**src/rtl/blake2_block_packer_if.sv**
```systemverilog
`timescale 1ns/1ps
`default_nettype none
// ============================================================================
// Module   : blake2_block_packer_if
// Brief    : Message-stream and hash-engine command bundle for the packer.
// Revision : 1.0
// ============================================================================
interface blake2_block_packer_if #(
    parameter int BLOCK_WIDTH = 1024,
    parameter int DATA_LENGTH = 128,
    parameter int WORD_WIDTH  = 64
);
    localparam int c_NB = WORD_WIDTH / 8;

    logic [WORD_WIDTH-1:0]  in_data;
    logic                   in_valid;
    logic                   in_last;
    logic [$clog2(c_NB):0]  in_bytes;
    logic                   in_ready;
    logic                   hash_ready;
    logic                   digest_valid;
    logic                   init;
    logic                   next;
    logic                   final_cmd;
    logic [BLOCK_WIDTH-1:0] block_out;
    logic [DATA_LENGTH-1:0] data_length;
    logic                   msg_done;

    modport master (
        output in_data, in_valid, in_last, in_bytes, hash_ready, digest_valid,
        input  in_ready, init, next, final_cmd, block_out, data_length, msg_done
    );

    modport slave (
        input  in_data, in_valid, in_last, in_bytes, hash_ready, digest_valid,
        output in_ready, init, next, final_cmd, block_out, data_length, msg_done
    );
endinterface
`default_nettype wire

```
**src/rtl/blake2_block_packer.sv**
```systemverilog
`timescale 1ns/1ps
`default_nettype none
// ============================================================================
// Module   : blake2_block_packer
// Brief    : Packs 64-bit message words into zero-padded BLAKE2 blocks and
//            issues init/next/final commands with the cumulative byte count.
//            Optional macro PACKER_BYTE_SWAP_EN byte-reverses each input word.
// Revision : 1.0
// ============================================================================
module blake2_block_packer #(
    parameter int BLOCK_WIDTH = 1024,
    parameter int DATA_LENGTH = 128,
    parameter int WORD_WIDTH  = 64
) (
    input wire                 clk,
    input wire                 reset,
    blake2_block_packer_if.slave bus
);
    localparam int c_NW   = BLOCK_WIDTH / WORD_WIDTH;
    localparam int c_NB   = WORD_WIDTH / 8;
    localparam int c_IDXW = (c_NW > 1) ? $clog2(c_NW) : 1;
    localparam int c_BW   = $clog2(c_NB) + 1;

    localparam logic [2:0] c_IDLE  = 3'd0;
    localparam logic [2:0] c_FILL  = 3'd1;
    localparam logic [2:0] c_ISSUE = 3'd2;
    localparam logic [2:0] c_BUSY  = 3'd3;
    localparam logic [2:0] c_DONE  = 3'd4;

    logic [2:0]             r_state;
    logic [BLOCK_WIDTH-1:0] r_buf;
    logic [c_IDXW-1:0]      r_idx;
    logic [DATA_LENGTH-1:0] r_cnt;
    logic [BLOCK_WIDTH-1:0] r_block;
    logic [DATA_LENGTH-1:0] r_len;
    logic                   r_init;
    logic                   r_next;
    logic                   r_final;
    logic                   r_done;
    logic                   r_first;
    logic                   r_last_blk;
    logic                   r_hold;

    logic [WORD_WIDTH-1:0]  w_swapped;
    logic [WORD_WIDTH-1:0]  w_masked;
    logic [c_BW-1:0]        w_nbytes;
    logic                   w_in_ready;
    logic                   w_accept;
    logic                   w_close;

`ifdef PACKER_BYTE_SWAP_EN
    generate
        for (genvar gb = 0; gb < c_NB; gb++) begin : g_swap
            assign w_swapped[gb*8 +: 8] = bus.in_data[WORD_WIDTH-1-gb*8 -: 8];
        end
    endgenerate
`else
    assign w_swapped = bus.in_data;
`endif

    // Byte count of the accepted word: full width unless a last word says fewer.
    always_comb begin
        w_nbytes = c_BW'(c_NB);
        if (bus.in_last && (bus.in_bytes < c_BW'(c_NB))) begin
            w_nbytes = bus.in_bytes;
        end
    end

    generate
        for (genvar gb = 0; gb < c_NB; gb++) begin : g_mask
            assign w_masked[gb*8 +: 8] = (c_BW'(gb) < w_nbytes) ? w_swapped[gb*8 +: 8] : 8'h00;
        end
    endgenerate

    assign w_in_ready = (r_state == c_FILL) && !reset;
    assign w_accept   = bus.in_valid && w_in_ready;
    assign w_close    = bus.in_last || (r_idx == c_IDXW'(c_NW - 1));

    always_ff @(posedge clk) begin
        if (reset) begin
            r_state    <= c_IDLE;
            r_buf      <= '0;
            r_idx      <= '0;
            r_cnt      <= '0;
            r_block    <= '0;
            r_len      <= '0;
            r_init     <= 1'b0;
            r_next     <= 1'b0;
            r_final    <= 1'b0;
            r_done     <= 1'b0;
            r_first    <= 1'b1;
            r_last_blk <= 1'b0;
            r_hold     <= 1'b0;
        end else begin
            r_init  <= 1'b0;
            r_next  <= 1'b0;
            r_final <= 1'b0;
            r_done  <= 1'b0;
            case (r_state)
                c_IDLE: r_state <= c_FILL;
                c_FILL: begin
                    if (w_accept) begin
                        r_buf[r_idx*WORD_WIDTH +: WORD_WIDTH] <= w_masked;
                        r_idx <= r_idx + c_IDXW'(1);
                        r_cnt <= r_cnt + DATA_LENGTH'(w_nbytes);
                        if (w_close) begin
                            r_last_blk <= bus.in_last;
                            r_state    <= c_ISSUE;
                        end
                    end
                end
                c_ISSUE: begin
                    if (bus.hash_ready) begin
                        r_block <= r_buf;
                        r_len   <= r_cnt;
                        if (r_last_blk) begin
                            r_final <= 1'b1;
                        end else if (r_first) begin
                            r_init <= 1'b1;
                        end else begin
                            r_next <= 1'b1;
                        end
                        r_first <= 1'b0;
                        r_buf   <= '0;
                        r_idx   <= '0;
                        r_hold  <= 1'b1;
                        r_state <= c_BUSY;
                    end
                end
                c_BUSY: begin
                    // hash_ready still reflects the pre-command engine for one cycle
                    if (r_hold) begin
                        r_hold <= 1'b0;
                    end else if (bus.hash_ready) begin
                        r_state <= r_last_blk ? c_DONE : c_FILL;
                    end
                end
                c_DONE: begin
                    if (bus.digest_valid) begin
                        r_done     <= 1'b1;
                        r_cnt      <= '0;
                        r_first    <= 1'b1;
                        r_last_blk <= 1'b0;
                        r_state    <= c_FILL;
                    end
                end
                default: r_state <= c_IDLE;
            endcase
        end
    end

    assign bus.in_ready    = w_in_ready;
    assign bus.init        = r_init;
    assign bus.next        = r_next;
    assign bus.final_cmd   = r_final;
    assign bus.block_out   = r_block;
    assign bus.data_length = r_len;
    assign bus.msg_done    = r_done;
endmodule
`default_nettype wire
```
**src/flat_wrapper.sv**
```systemverilog
// flat-port wrapper written by rule: the top's interface ports become plain ports
module blake2_block_packer_flat 
#(
    parameter int BLOCK_WIDTH = 1024,
    parameter int DATA_LENGTH = 128,
    parameter int WORD_WIDTH  = 64
)
  (clk, reset, bus_in_data, bus_in_valid, bus_in_last, bus_in_bytes, bus_hash_ready, bus_digest_valid, bus_in_ready, bus_init, bus_next, bus_final_cmd, bus_block_out, bus_data_length, bus_msg_done);
  blake2_block_packer_if #(.BLOCK_WIDTH(BLOCK_WIDTH), .DATA_LENGTH(DATA_LENGTH), .WORD_WIDTH(WORD_WIDTH)) bus_i ();
  input wire clk;
  input wire reset;
  input wire logic [$bits(bus_i.in_data)-1:0] bus_in_data;
  input wire logic [$bits(bus_i.in_valid)-1:0] bus_in_valid;
  input wire logic [$bits(bus_i.in_last)-1:0] bus_in_last;
  input wire logic [$bits(bus_i.in_bytes)-1:0] bus_in_bytes;
  input wire logic [$bits(bus_i.hash_ready)-1:0] bus_hash_ready;
  input wire logic [$bits(bus_i.digest_valid)-1:0] bus_digest_valid;
  output wire logic [$bits(bus_i.in_ready)-1:0] bus_in_ready;
  output wire logic [$bits(bus_i.init)-1:0] bus_init;
  output wire logic [$bits(bus_i.next)-1:0] bus_next;
  output wire logic [$bits(bus_i.final_cmd)-1:0] bus_final_cmd;
  output wire logic [$bits(bus_i.block_out)-1:0] bus_block_out;
  output wire logic [$bits(bus_i.data_length)-1:0] bus_data_length;
  output wire logic [$bits(bus_i.msg_done)-1:0] bus_msg_done;
  assign bus_i.in_data = bus_in_data;
  assign bus_i.in_valid = bus_in_valid;
  assign bus_i.in_last = bus_in_last;
  assign bus_i.in_bytes = bus_in_bytes;
  assign bus_i.hash_ready = bus_hash_ready;
  assign bus_i.digest_valid = bus_digest_valid;
  assign bus_in_ready = bus_i.in_ready;
  assign bus_init = bus_i.init;
  assign bus_next = bus_i.next;
  assign bus_final_cmd = bus_i.final_cmd;
  assign bus_block_out = bus_i.block_out;
  assign bus_data_length = bus_i.data_length;
  assign bus_msg_done = bus_i.msg_done;
  blake2_block_packer #(.BLOCK_WIDTH(BLOCK_WIDTH), .DATA_LENGTH(DATA_LENGTH), .WORD_WIDTH(WORD_WIDTH)) u_core (.clk(clk), .reset(reset), .bus(bus_i));
endmodule
```
**config.mk**
```make
export PLATFORM = sky130hd
export DESIGN_NAME = blake2_block_packer_flat
export DESIGN_NICKNAME = d
export VERILOG_FILES = /design/src/rtl/blake2_block_packer_if.sv /design/src/rtl/blake2_block_packer.sv /design/src/flat_wrapper.sv
export SDC_FILE = /design/constraint.sdc
export NUM_CORES = 2
export LEC_CHECK = 0
export BUFFER_PORTS_ARGS = -buffer_cell sky130_fd_sc_hd__buf_2
export CORE_MARGIN = 2
export CORE_UTILIZATION = 27
export CTS_CLUSTER_DIAMETER = 150
export DETAILED_ROUTE_END_ITERATION = 16
export GPL_TIMING_DRIVEN = 0
export SYNTH_ARGS = -nofsm -noshare
export SYNTH_HDL_FRONTEND = slang
export SYNTH_SLANG_ARGS = --single-unit
export TNS_END_PERCENT = 30
```
**constraint.sdc**
```tcl
create_clock -name clk -period 3.2 [get_ports clk]
set_clock_uncertainty 0.2 [all_clocks]
set_input_delay 0 -clock clk [delete_from_list [all_inputs] [get_ports clk]]
set_output_delay 0 -clock clk [all_outputs]
set_load 0.05 [all_outputs]
```
==> impl_metrics.env <==
export IMPL_p_per_area_nw_per_um2=585
export IMPL_crit_path_end_kind="register"
export IMPL_swShare_pct=24.5
export IMPL_vdd_drop_max_v=0.000419
export IMPL_area_growth_pct=29.8
export IMPL_post_route_min_period_ps=3270
export IMPL_drv_slew=0
export IMPL_dr_first_iter_drc_count=9854
export IMPL_dieArea_um2=313000
export IMPL_core_area_um2=308000
export IMPL_clk_latency_ps=960
export IMPL_status="complete, but fails checks"
export IMPL_synth_nets=10300
export IMPL_fin_ws_ps=-65.4
export IMPL_clk_path_buf_depth=4
export IMPL_p_comb_share_pct=4.1
export IMPL_grt_pass1_wl_mm=655
export IMPL_io_buffers=1229
export IMPL_layout_nets=12100
export IMPL_finish_instance_area_um2=108000
export IMPL_tightest_slew_ps=1460
export IMPL_synth_area_um2=83400
export IMPL_crit_type="register to register"
export IMPL_overflow=0
export IMPL_routabilityCongestion=0.967
export IMPL_root_buffer="clkbuf_16"
export IMPL_synthArstFlopShare_pct=0
export IMPL_cts_clk_slew_worst_paths_ps=60
export IMPL_num_vias=85500
export IMPL_setup_violations=20
export IMPL_required_ps=3780
export IMPL_grt_use_total_pct=30.2
export IMPL_yosys_top_cells_area="dfxtp_1 56%, nand2_1 13%, a21oi_1 10%, nand3_1 4.5%, clkbuf_1 3.8%"
export IMPL_synthCells=10300
export IMPL_dr_pass1_iters=6
export IMPL_rr_startpoint="u_core.r_idx[0]"
export IMPL_synth_top_area_cell="dfxtp_1"
export IMPL_viasPerCell=5.23
export IMPL_placed_cell_area_um2=95500
export IMPL_fillerInstances=32600
export IMPL_wl_mm=497
export IMPL_pwr_share_clk_pct=50.2
export IMPL_layout_drive_gt1_share_pct=18.6
export IMPL_total_leakage_power_nw=39.4
export IMPL_yosys_top_cells_count="2,951 x nand2_1, 2,318 x dfxtp_1, 1,708 x a21oi_1"
export IMPL_rsz0062_at_grt="true"
export IMPL_htreeDepth=5
export IMPL_synth_top_area_share_pct=55.6
export IMPL_cts_tree="yes"
export IMPL_num_rows=204
export IMPL_slew_headroom_pct=2.92
export IMPL_fin_util_pct=35.1
export IMPL_ys_types=73
export IMPL_drc=0
export IMPL_ys_ff_latch=2318
export IMPL_dp_hpwl_mm=382
export IMPL_grt_max_degree=19
export IMPL_p_sw_mw=15.5
export IMPL_antenna_left=0
export IMPL_hp_start="bus_in_data[36]"
export IMPL_violations="setup timing"
export IMPL_maxCapViolCount=0
export IMPL_worstPathArrival_ps=3840
export IMPL_cts_buffers=266
export IMPL_synth_edff_count=0
export IMPL_total_power_mw=63.3
export IMPL_path_max_fanout=10
export IMPL_cellInternalPower_mw=47.8
export IMPL_yosysWarnings=0
export IMPL_seqPwrFrac_pct=45.7
export IMPL_wl_per_cell_um=30.4
export IMPL_ys_seq_area_share_pct=55.6
export IMPL_fin_tns_setup_ps=-741
export IMPL_critPathLaunch="u_core.r_idx[0]"
export IMPL_min_period_over_period_pct=102
export IMPL_syn_avg_cell_area_um2=8.13
export IMPL_antenna_found_initial=100
export IMPL_die_h_um=560
export IMPL_hold_class="input pin to register"
export IMPL_die_w_um=560
export IMPL_startpoint_type="register"
export IMPL_finalHoldViolations=0
export IMPL_grt_pass1_vias=77300
export IMPL_synth_most_common_cell="nand2_1"
export IMPL_whs_ps=26.2
export IMPL_synth_main_ff_cell="dfxtp_1"
export IMPL_io_pins=1231
export IMPL_max_freq_ghz=0.306
export IMPL_numClockSinks=2318
export IMPL_start_util_pct=27.1
-- area by class of cell --
| class | instances | area [µm²] | area share [%] |
|---|---|---|---|
| tap | 4120 | 5150 | 4.76 |
| clock inverter | 97 | 1380 | 1.27 |
| antenna | 35 | 87.6 | 0.0809 |
| sequential | 2318 | 46400 | 42.9 |
| buffer | 874 | 4010 | 3.70 |
| multi-input combinational | 7020 | 34700 | 32.0 |
| clock buffer | 369 | 7600 | 7.02 |
| inverter | 28 | 111 | 0.103 |
| timing repair buffer | 1476 | 8850 | 8.18 |
-- power by group through the flow --
stage,Combinational (mW),Sequential [mW],Clock (mW)
finish,2.60,28.9,31.8
global route,2.64,28.9,33.1
CTS,2.49,28.9,31.9
detailed placement,2.17,29.5,0
global placement,2.13,29.5,0
floorplan,0.793,29.5,0
-- layer usage --
layer  share of wire [%]  up-vias  global-route usage (%)
met5               0.046        -                       0
met4                 6.1       34                    16.0
met3                  10      871                    8.47
met2                  42     4612                    44.4
met1                  42    41800                    39.9
li1                    -    38200                       -
-- repair_timing --
item	in CTS	in global routing
hold buffers	151	2
endpoints found under the setup margin	2300	1503
pin swaps	12	20
buffers inserted	32	28
gates resized for setup	423	279
hold endpoints to repair	743	7
-- per-stage QoR --
step	worst slack [ps]	instances
finish	-65.4	16300
global route	-152	16300
CTS	-161	16300
detailed placement	-2500	15600
global placement	-4100	15600
floorplan	131	10300
-- critical path, stage by stage (launching register included) --
cell,delay [ps]
dfxtp_2,420
clkinv_4,150
clkbuf_8,240
ha_4,230
nor3b_4,180
nor4b_2,400
buf_4,300
and3_4,330
nor3_1,90
clkbuf_2,280
a22o_1,290
-- placed cells by master, fill, tap and decap left out, drive strengths merged, types with 32 or more instances in the layout --
cell type	instances
nand3	753
dlygate4sd3	153
xnor2	36
nand2	2952
a32o	87
o21ai	251
or4	33
inv	37
buf	1386
nor2b	39
o31ai	45
a22o	60
nand4	122
a21oi	1709
a22oi	76
nor3	51
and2	64
nand2b	47
nor2	338
nor4	48
nand3b	35
clkinv	58
and3	32
clkbuf	1179
dfxtp	2318
diode	35
or3	40
-- registers in the layout, indices dropped and copies added (netlist names) --
signal,count
u_core.r_idx,4
u_core.bus.final_cmd,1
u_core.bus.msg_done,1
u_core.bus.data_length,128
u_core.r_first,1
u_core.r_state,3
u_core.r_buf,1024
u_core.r_cnt,128
u_core.bus.init,1
u_core.bus.block_out,1024
u_core.r_hold,1
u_core.bus.next,1
u_core.r_last_blk,1
-- final timing paths --
path	end	slack, ps	cells past startpoint
setup / recovery	u_core.r_buf[484]	-70	10
hold / removal	u_core.r_buf[996]	30	4
setup reg to reg	u_core.r_buf[484]	-70	10
hold reg to reg	u_core.bus.block_out[865]	190	2
-- cell families (layout without fill, tap and decap cells) --
family                     count (synthesis)  count (layout)  synth area share [%]
and+or+nand+nor                         4613            4613                  23.9
AOI/OAI and AO/OA                       2331            2331                  15.5
DFF                                     2318            2318                  55.6
buffers and inverters                    918            2844                  4.18
xor gates and xnor gates                  63              63                 0.661
muxes                                      7               7                0.0840
adders and majority gates                  6               6                0.0900
other                                      0              35                     0
(Power assumes the default switching activity.)
